$ cat src/rtl/rggen_bus_exporter_pkg.sv
// Shared types, status codes and helpers for the multi-window bus exporter.
package rggen_bus_exporter_pkg;

    typedef enum logic [1:0] {
        IDLE    = 2'd0,
        REQUEST = 2'd1,
        RESPOND = 2'd2,
        DONE    = 2'd3
    } state_e;

    localparam logic [1:0] STATUS_OKAY   = 2'b00;
    localparam logic [1:0] STATUS_EXOKAY = 2'b01;
    localparam logic [1:0] STATUS_SLVERR = 2'b10;
    localparam logic [1:0] STATUS_DECERR = 2'b11;

    // Upper bound on CHANNELS; the select vector is zero-extended to this width.
    localparam int MAX_CHANNELS = 32;

    function automatic int lowest_set_bit(input logic [MAX_CHANNELS-1:0] vec);
        lowest_set_bit = 0;
        for (int i = MAX_CHANNELS - 1; i >= 0; i--) begin
            if (vec[i]) begin
                lowest_set_bit = i;
            end
        end
    endfunction

endpackage

$ cat src/rtl/rggen_bus_exporter_timer.sv
// Watchdog counter for a pending external request: load clears, count advances,
// expire flags the last permitted cycle.
module rggen_bus_exporter_timer #(
    parameter int LIMIT = 256
) (
    input  logic clk,
    input  logic rst,
    input  logic load_i,
    input  logic count_i,
    output logic expire_o
);

    localparam int CNT_W = $clog2(LIMIT);

    logic [CNT_W-1:0] cnt_q;
    logic [CNT_W-1:0] cnt_d;

    always_comb begin
        cnt_d = cnt_q;
        if (load_i) begin
            cnt_d = '0;
        end else if (count_i) begin
            cnt_d = cnt_q + CNT_W'(1);
        end
    end

    always_ff @(posedge clk) begin
        if (rst) begin
            cnt_q <= '0;
        end else begin
            cnt_q <= cnt_d;
        end
    end

    assign expire_o = (cnt_q == CNT_W'(LIMIT - 1));

endmodule

$ cat src/rtl/rggen_multi_bus_exporter.sv
// Forwards one local register access to one of CHANNELS external windows with
// registered request and response. Watchdog enabled by RGGEN_BUS_EXPORTER_TIMEOUT_EN.
module rggen_multi_bus_exporter
    import rggen_bus_exporter_pkg::*;
#(
    parameter int DATA_WIDTH             = 32,
    parameter int LOCAL_ADDRESS_WIDTH    = 16,
    parameter int EXTERNAL_ADDRESS_WIDTH = 8,
    parameter int CHANNELS               = 2,
    parameter logic [CHANNELS*LOCAL_ADDRESS_WIDTH-1:0] START_ADDRESS = '0,
    parameter int TIMEOUT_CYCLES         = 256
) (
    input  logic                               clk,
    input  logic                               rst,
    input  logic                               i_valid,
    input  logic [CHANNELS-1:0]                i_select,
    input  logic                               i_write,
    input  logic                               i_read,
    input  logic [LOCAL_ADDRESS_WIDTH-1:0]     i_address,
    input  logic [DATA_WIDTH/8-1:0]            i_strobe,
    input  logic [DATA_WIDTH-1:0]              i_write_data,
    output logic                               o_ready,
    output logic [DATA_WIDTH-1:0]              o_read_data,
    output logic [1:0]                         o_status,
    output logic [CHANNELS-1:0]                o_valid,
    output logic                               o_write,
    output logic                               o_read,
    output logic [EXTERNAL_ADDRESS_WIDTH-1:0]  o_address,
    output logic [DATA_WIDTH/8-1:0]            o_strobe,
    output logic [DATA_WIDTH-1:0]              o_write_data,
    input  logic [CHANNELS-1:0]                i_ready,
    input  logic [CHANNELS*DATA_WIDTH-1:0]     i_read_data,
    input  logic [CHANNELS*2-1:0]              i_status
);

    localparam int CH_W   = (CHANNELS > 1) ? $clog2(CHANNELS) : 1;
    localparam int STRB_W = DATA_WIDTH / 8;

    state_e                            state_q, state_d;
    logic [CH_W-1:0]                   ch_q, ch_d;
    logic [CHANNELS-1:0]               valid_q, valid_d;
    logic                              write_q, write_d;
    logic                              read_q, read_d;
    logic [EXTERNAL_ADDRESS_WIDTH-1:0] addr_q, addr_d;
    logic [STRB_W-1:0]                 strb_q, strb_d;
    logic [DATA_WIDTH-1:0]             wdata_q, wdata_d;
    logic                              rsp_ready_q, rsp_ready_d;
    logic [DATA_WIDTH-1:0]             rdata_q, rdata_d;
    logic [1:0]                        status_q, status_d;

    logic                              accept;
    logic                              ext_ready;
    logic                              timeout_expire;
    logic [CH_W-1:0]                   sel_ch;
    logic [LOCAL_ADDRESS_WIDTH-1:0]    sel_base;

    assign sel_ch    = CH_W'(lowest_set_bit(MAX_CHANNELS'(i_select)));
    assign sel_base  = START_ADDRESS[int'(sel_ch)*LOCAL_ADDRESS_WIDTH +: LOCAL_ADDRESS_WIDTH];
    assign accept    = (state_q == IDLE) && i_valid && (|i_select);
    assign ext_ready = i_ready[ch_q];

`ifdef RGGEN_BUS_EXPORTER_TIMEOUT_EN
    logic timer_expire;

    rggen_bus_exporter_timer #(
        .LIMIT (TIMEOUT_CYCLES)
    ) u_timer (
        .clk      (clk),
        .rst      (rst),
        .load_i   (accept),
        .count_i  ((state_q == REQUEST) && !ext_ready),
        .expire_o (timer_expire)
    );

    assign timeout_expire = (state_q == REQUEST) && timer_expire;
`else
    assign timeout_expire = 1'b0;
`endif

    always_comb begin
        state_d     = state_q;
        ch_d        = ch_q;
        valid_d     = valid_q;
        write_d     = write_q;
        read_d      = read_q;
        addr_d      = addr_q;
        strb_d      = strb_q;
        wdata_d     = wdata_q;
        rsp_ready_d = rsp_ready_q;
        rdata_d     = rdata_q;
        status_d    = status_q;

        case (state_q)
            IDLE: begin
                if (accept) begin
                    state_d = REQUEST;
                    ch_d    = sel_ch;
                    valid_d = CHANNELS'(1) << sel_ch;
                    write_d = i_write;
                    read_d  = i_read;
                    // Window offset wraps modulo the local space before truncation.
                    addr_d  = EXTERNAL_ADDRESS_WIDTH'(i_address - sel_base);
                    strb_d  = i_strobe;
                    wdata_d = i_write_data;
                end
            end
            REQUEST: begin
                if (ext_ready || timeout_expire) begin
                    state_d     = RESPOND;
                    valid_d     = '0;
                    write_d     = 1'b0;
                    read_d      = 1'b0;
                    addr_d      = '0;
                    strb_d      = '0;
                    wdata_d     = '0;
                    rsp_ready_d = 1'b1;
                    if (ext_ready) begin
                        rdata_d  = i_read_data[int'(ch_q)*DATA_WIDTH +: DATA_WIDTH];
                        status_d = i_status[int'(ch_q)*2 +: 2];
                    end else begin
                        rdata_d  = '0;
                        status_d = STATUS_SLVERR;
                    end
                end
            end
            RESPOND: begin
                state_d     = DONE;
                rsp_ready_d = 1'b0;
                rdata_d     = '0;
                status_d    = STATUS_OKAY;
            end
            default: begin
                // Guard cycle so a still-high i_valid is not issued twice.
                state_d = IDLE;
            end
        endcase
    end

    always_ff @(posedge clk) begin
        if (rst) begin
            state_q     <= IDLE;
            ch_q        <= '0;
            valid_q     <= '0;
            write_q     <= 1'b0;
            read_q      <= 1'b0;
            addr_q      <= '0;
            strb_q      <= '0;
            wdata_q     <= '0;
            rsp_ready_q <= 1'b0;
            rdata_q     <= '0;
            status_q    <= STATUS_OKAY;
        end else begin
            state_q     <= state_d;
            ch_q        <= ch_d;
            valid_q     <= valid_d;
            write_q     <= write_d;
            read_q      <= read_d;
            addr_q      <= addr_d;
            strb_q      <= strb_d;
            wdata_q     <= wdata_d;
            rsp_ready_q <= rsp_ready_d;
            rdata_q     <= rdata_d;
            status_q    <= status_d;
        end
    end

    assign o_valid      = valid_q;
    assign o_write      = write_q;
    assign o_read       = read_q;
    assign o_address    = addr_q;
    assign o_strobe     = strb_q;
    assign o_write_data = wdata_q;
    assign o_ready      = rsp_ready_q;
    assign o_read_data  = rdata_q;
    assign o_status     = status_q;

endmodule

$ cat config.mk
export PLATFORM = sky130hd
export DESIGN_NAME = rggen_multi_bus_exporter
export DESIGN_NICKNAME = d
export VERILOG_FILES = /design/src/rtl/rggen_bus_exporter_pkg.sv /design/src/rtl/rggen_bus_exporter_timer.sv /design/src/rtl/rggen_multi_bus_exporter.sv
export SDC_FILE = /design/constraint.sdc
export NUM_CORES = 1
export LEC_CHECK = 0
export BUFFER_PORTS_ARGS = -buffer_cell sky130_fd_sc_hd__buf_2
export CELL_PAD_IN_SITES_DETAIL_PLACEMENT = 1
export CELL_PAD_IN_SITES_GLOBAL_PLACEMENT = 2
export CORE_UTILIZATION = 21
export DETAILED_ROUTE_END_ITERATION = 16
export GPL_ROUTABILITY_DRIVEN = 0
export PLACE_DENSITY_LB_ADDON = 0.1
export SETUP_SLACK_MARGIN = 0.15
export SYNTH_ARGS = -nofsm -noshare
export SYNTH_HDL_FRONTEND = slang
export SYNTH_HIERARCHICAL = 1
export SYNTH_SLANG_ARGS = --single-unit
$ cat constraint.sdc
create_clock -name clk -period 1.8 [get_ports clk]
set_clock_uncertainty 0.05 [all_clocks]
set_input_delay 0.27 -clock clk [delete_from_list [all_inputs] [get_ports clk]]
set_output_delay 0.27 -clock clk [all_outputs]
set_load 0.005 [all_outputs]
==> run summary <==
The run gives 0 as the reported max-cap violation count. The run finished with clean final reports. The critical path goes through inv_2 > ha_4 > o211ai_1 > buf_4 > nor3_4 > buf_6 > clkbuf_16 > a32o_1.

Share of the clock period used by the worst path: 91.22%. The first global-routing pass estimated 17600 microns of wire. Cells fill 33.45% of the core in the end.

A synthesized cell averages 11.23 sq um. The longest clock path from root to sink contains 2 buffers. Dominant delay contributor by cell family on the critical path: buffers and inverters. The tools report the number of placed I/O pins as 212. For the sum of met2 wire segment lengths after detailed routing, the log shows 6102 microns. The run gives 637 as the number of nets in the layout. The share of synthesized area occupied by flip-flops and latches was 51.44%; the average vias per placed instance was 4.531. The tools report the achievable clock frequency as 609.0 MHz. The starting DRC count in detailed routing was 105; the reported leakage power was 2.259 nW. The tools report the clock root buffer as sky130_fd_sc_hd__clkbuf_16.

The min-delay analysis places its worst path in the category input pin to flip-flop. Setup violations remaining at the end of the flow were counted as 0. At the worst endpoint, the arrival time is 1.88 ns. Clock-pin slew was measured on the worst setup and hold paths at 0.07 ns. The library cells used most frequently in the layout, excluding fill and tap cells, are sky130_fd_sc_hd__buf_2, sky130_fd_sc_hd__dfxtp_1, sky130_fd_sc_hd__a32o_1. At the worst endpoint, the required time is 2.04 ns. The area growth from synthesis to layout is 53.61%. Among all stages on the critical path, the largest delay is contributed by sky130_fd_sc_hd__dfxtp_2. Top-area cell type share of the netlist area: 51.44%. The tools report the largest net degree at the start of global routing as 50. Yosys mapped the design onto 31 distinct sky130hd cell types. The peak supply drop was 0.4953 mV.

The biggest area contributor in the post-synthesis netlist is sky130_fd_sc_hd__dfxtp_1. Count of pins over their slew limit: 0. The top layer used by detailed routing was met4. Once the floorplan was initialized, standard cells occupied 21.77% of the core.

The tools report the routed wire length on met3 as 835 microns. The number of antenna violations at the first check in global routing came out at 0. The worst setup path is captured at a flip-flop. The run gives 298 as the synthesized instance count. In this run the tightest slew margin relative to its limit is 76.35%. Final count of hold timing violations: 0.

The fraction of layout instances using a drive strength above 1 works out to 49.61%. Primary flip-flop cell chosen by synthesis mapping: sky130_fd_sc_hd__dfxtp_1. The routed metal-1 wire length was 4823 microns. The buffers plus inverters on the worst setup path was 4; the power density over cell area was 1322 nW/um^2. The logs give 15370 sq um for the area of the core and 45 for the number of rows created at floorplan. The mapped netlist covers 3347 sq um. The run gives 0 ns as the final setup TNS. For the residual overflow from global routing, the log shows 0.

Once detail routing completed, the nets flagged for antenna violations numbered 0. After detailed routing, the number of remaining DRC violations is 0. After detailed routing, the average wire length per cell comes to 16.70 microns. STA classifies the critical path startpoint as a flip-flop. Setup repair after global routing could not meet its margin everywhere. The die outline height works out to 128.2 microns. Global routing used 14.13% of the available tracks. The fraction of registers with async set/reset was 0%. The post-cts hold buffer count is 0, and the width of the chip is 128.2 microns. TritonCTS built the clock tree. The logs give 5141 sq um for the finished layout cell area and 4 for the iteration count of the initial detailed-routing pass. The HPWL after detailed placement is 7981 microns. Time the final worst path needs with I/O delays and setup: 1.642 ns. The CTS H-tree depth came out at 3.

The tools report the number of warnings issued by yosys as 6. Synthesis produced a netlist with a net count of 430. Critical path start-end classification: flip-flop to flip-flop. The worst-margin pin slew is 0.3548 ns. The final antenna diode count was 0; the peak per-stage delay on the critical path was 0.33 ns. During placement, the flow inserted port buffers numbering 203. The die covers 16450 sq um. The number of global-route vias before repair was 3365; the count of flip-flops with a built-in enable after synthesis was 0. The later pin in the worst-skew pair is clocked with a latency of 0.35 ns.

Synthesis inferred 86 register bits. The highest net fanout along the worst path was 11. After synthesis, the cell types taking the most area are sky130_fd_sc_hd__dfxtp_1, sky130_fd_sc_hd__a32o_1, sky130_fd_sc_hd__mux2i_1, sky130_fd_sc_hd__o32ai_1, sky130_fd_sc_hd__inv_1.

The final layout contains routed wiring with a total length of 12040 microns. Clock buffer count from CTS: 9. For this design, the sink count on the clock tree is 86. The count of vias placed by the detailed router is 3267, and the total cell area at the placement stage is 4666 sq um.

Leading cell type in the layout, fill and taps excluded: sky130_fd_sc_hd__buf_2.
timing repair:
action                                  4_1_cts  5_1_grt
gates cloned                                  1        4
pin swaps                                     1        2
endpoints found under the setup margin       44       47
gates resized for setup                       7        8
buffers inserted                              4        3
layout make-up:
| class | instances | area, sq um |
|---|---|---|
| clock buffers | 11 | 232.7 |
| clock inverters | 5 | 36.28 |
| fillers | 1798 | 10230 |
| inverters | 38 | 145.1 |
| multi-input cells | 145 | 1386 |
| flip-flops and latches | 86 | 1725 |
| well taps | 211 | 264.0 |
| repair buffers | 225 | 1351 |
cells by family after synthesis:
| family | Yosys count | share of synthesized area, % |
|---|---|---|
| compound gates | 92 | 25.31 |
| flops | 86 | 51.44 |
| mux | 37 | 11.21 |
| fa+ha+maj | 3 | 1.122 |
| simple gates | 13 | 2.206 |
| buf+inv | 67 | 8.710 |
layer usage:
metal,vias up,track usage (%)
li1,1576,-
met5,-,0
met4,0,6.851
met1,1572,15.53
met3,15,4.007
met2,104,24.90
power breakdown:
group,switching [W],internal (W)
clock network,0.000789,0.000936
logic,0.00136,0.00126
registers,0.000177,0.00228
total,0.00232,0.00447
through the flow:
| stage | setup WS (ns) | std cells | power, W | hold WS (ns) |
|---|---|---|---|---|
| final | 0.1581 | 721 | 0.006795 | 0.08091 |
| after global routing | 0.06844 | 721 | 0.007257 | 0.07615 |
| after CTS | 0.1904 | 714 | 0.006774 | 0.06455 |
| after detailed placement | 0.1471 | 693 | 0.004762 | 0.4161 |
| after global placement | 0.1768 | 693 | 0.004698 | 0.4102 |
| after floorplan | 0.1765 | 298 | 0.003811 | 0.3291 |
cells in the mapped netlist, drive strengths merged (2+ instances only):
| cell type | count |
|---|---|
| dfxtp | 86 |
| a32o | 47 |
| inv | 38 |
| mux2i | 36 |
| o32ai | 34 |
| buf | 15 |
| clkbuf | 14 |
| a31oi | 3 |
| ha | 3 |
| nand2 | 3 |
| a22o | 2 |
| nand3 | 2 |
| nor2 | 2 |
final timing paths:
path	startpoint	end	slack [ns]	depth (start not counted)
hold / removal	i_write_data[18]	o_write_data[18]	0.08	2
setup / recovery	state_q[0]	o_address[7]	0.16	8
setup reg to reg	state_q[0]	o_address[7]	0.16	8
hold reg to reg	o_read_data[21]	o_read_data[21]	0.42	2
registers in the layout, indices dropped and copies added (netlist names), 2 cells and up:
signal	count
o_write_data	32
o_status	2
o_read_data	32
o_valid	2
o_strobe	4
state_q	2
o_address	8
No activity file was read; power rests on OpenSTA's default activity.
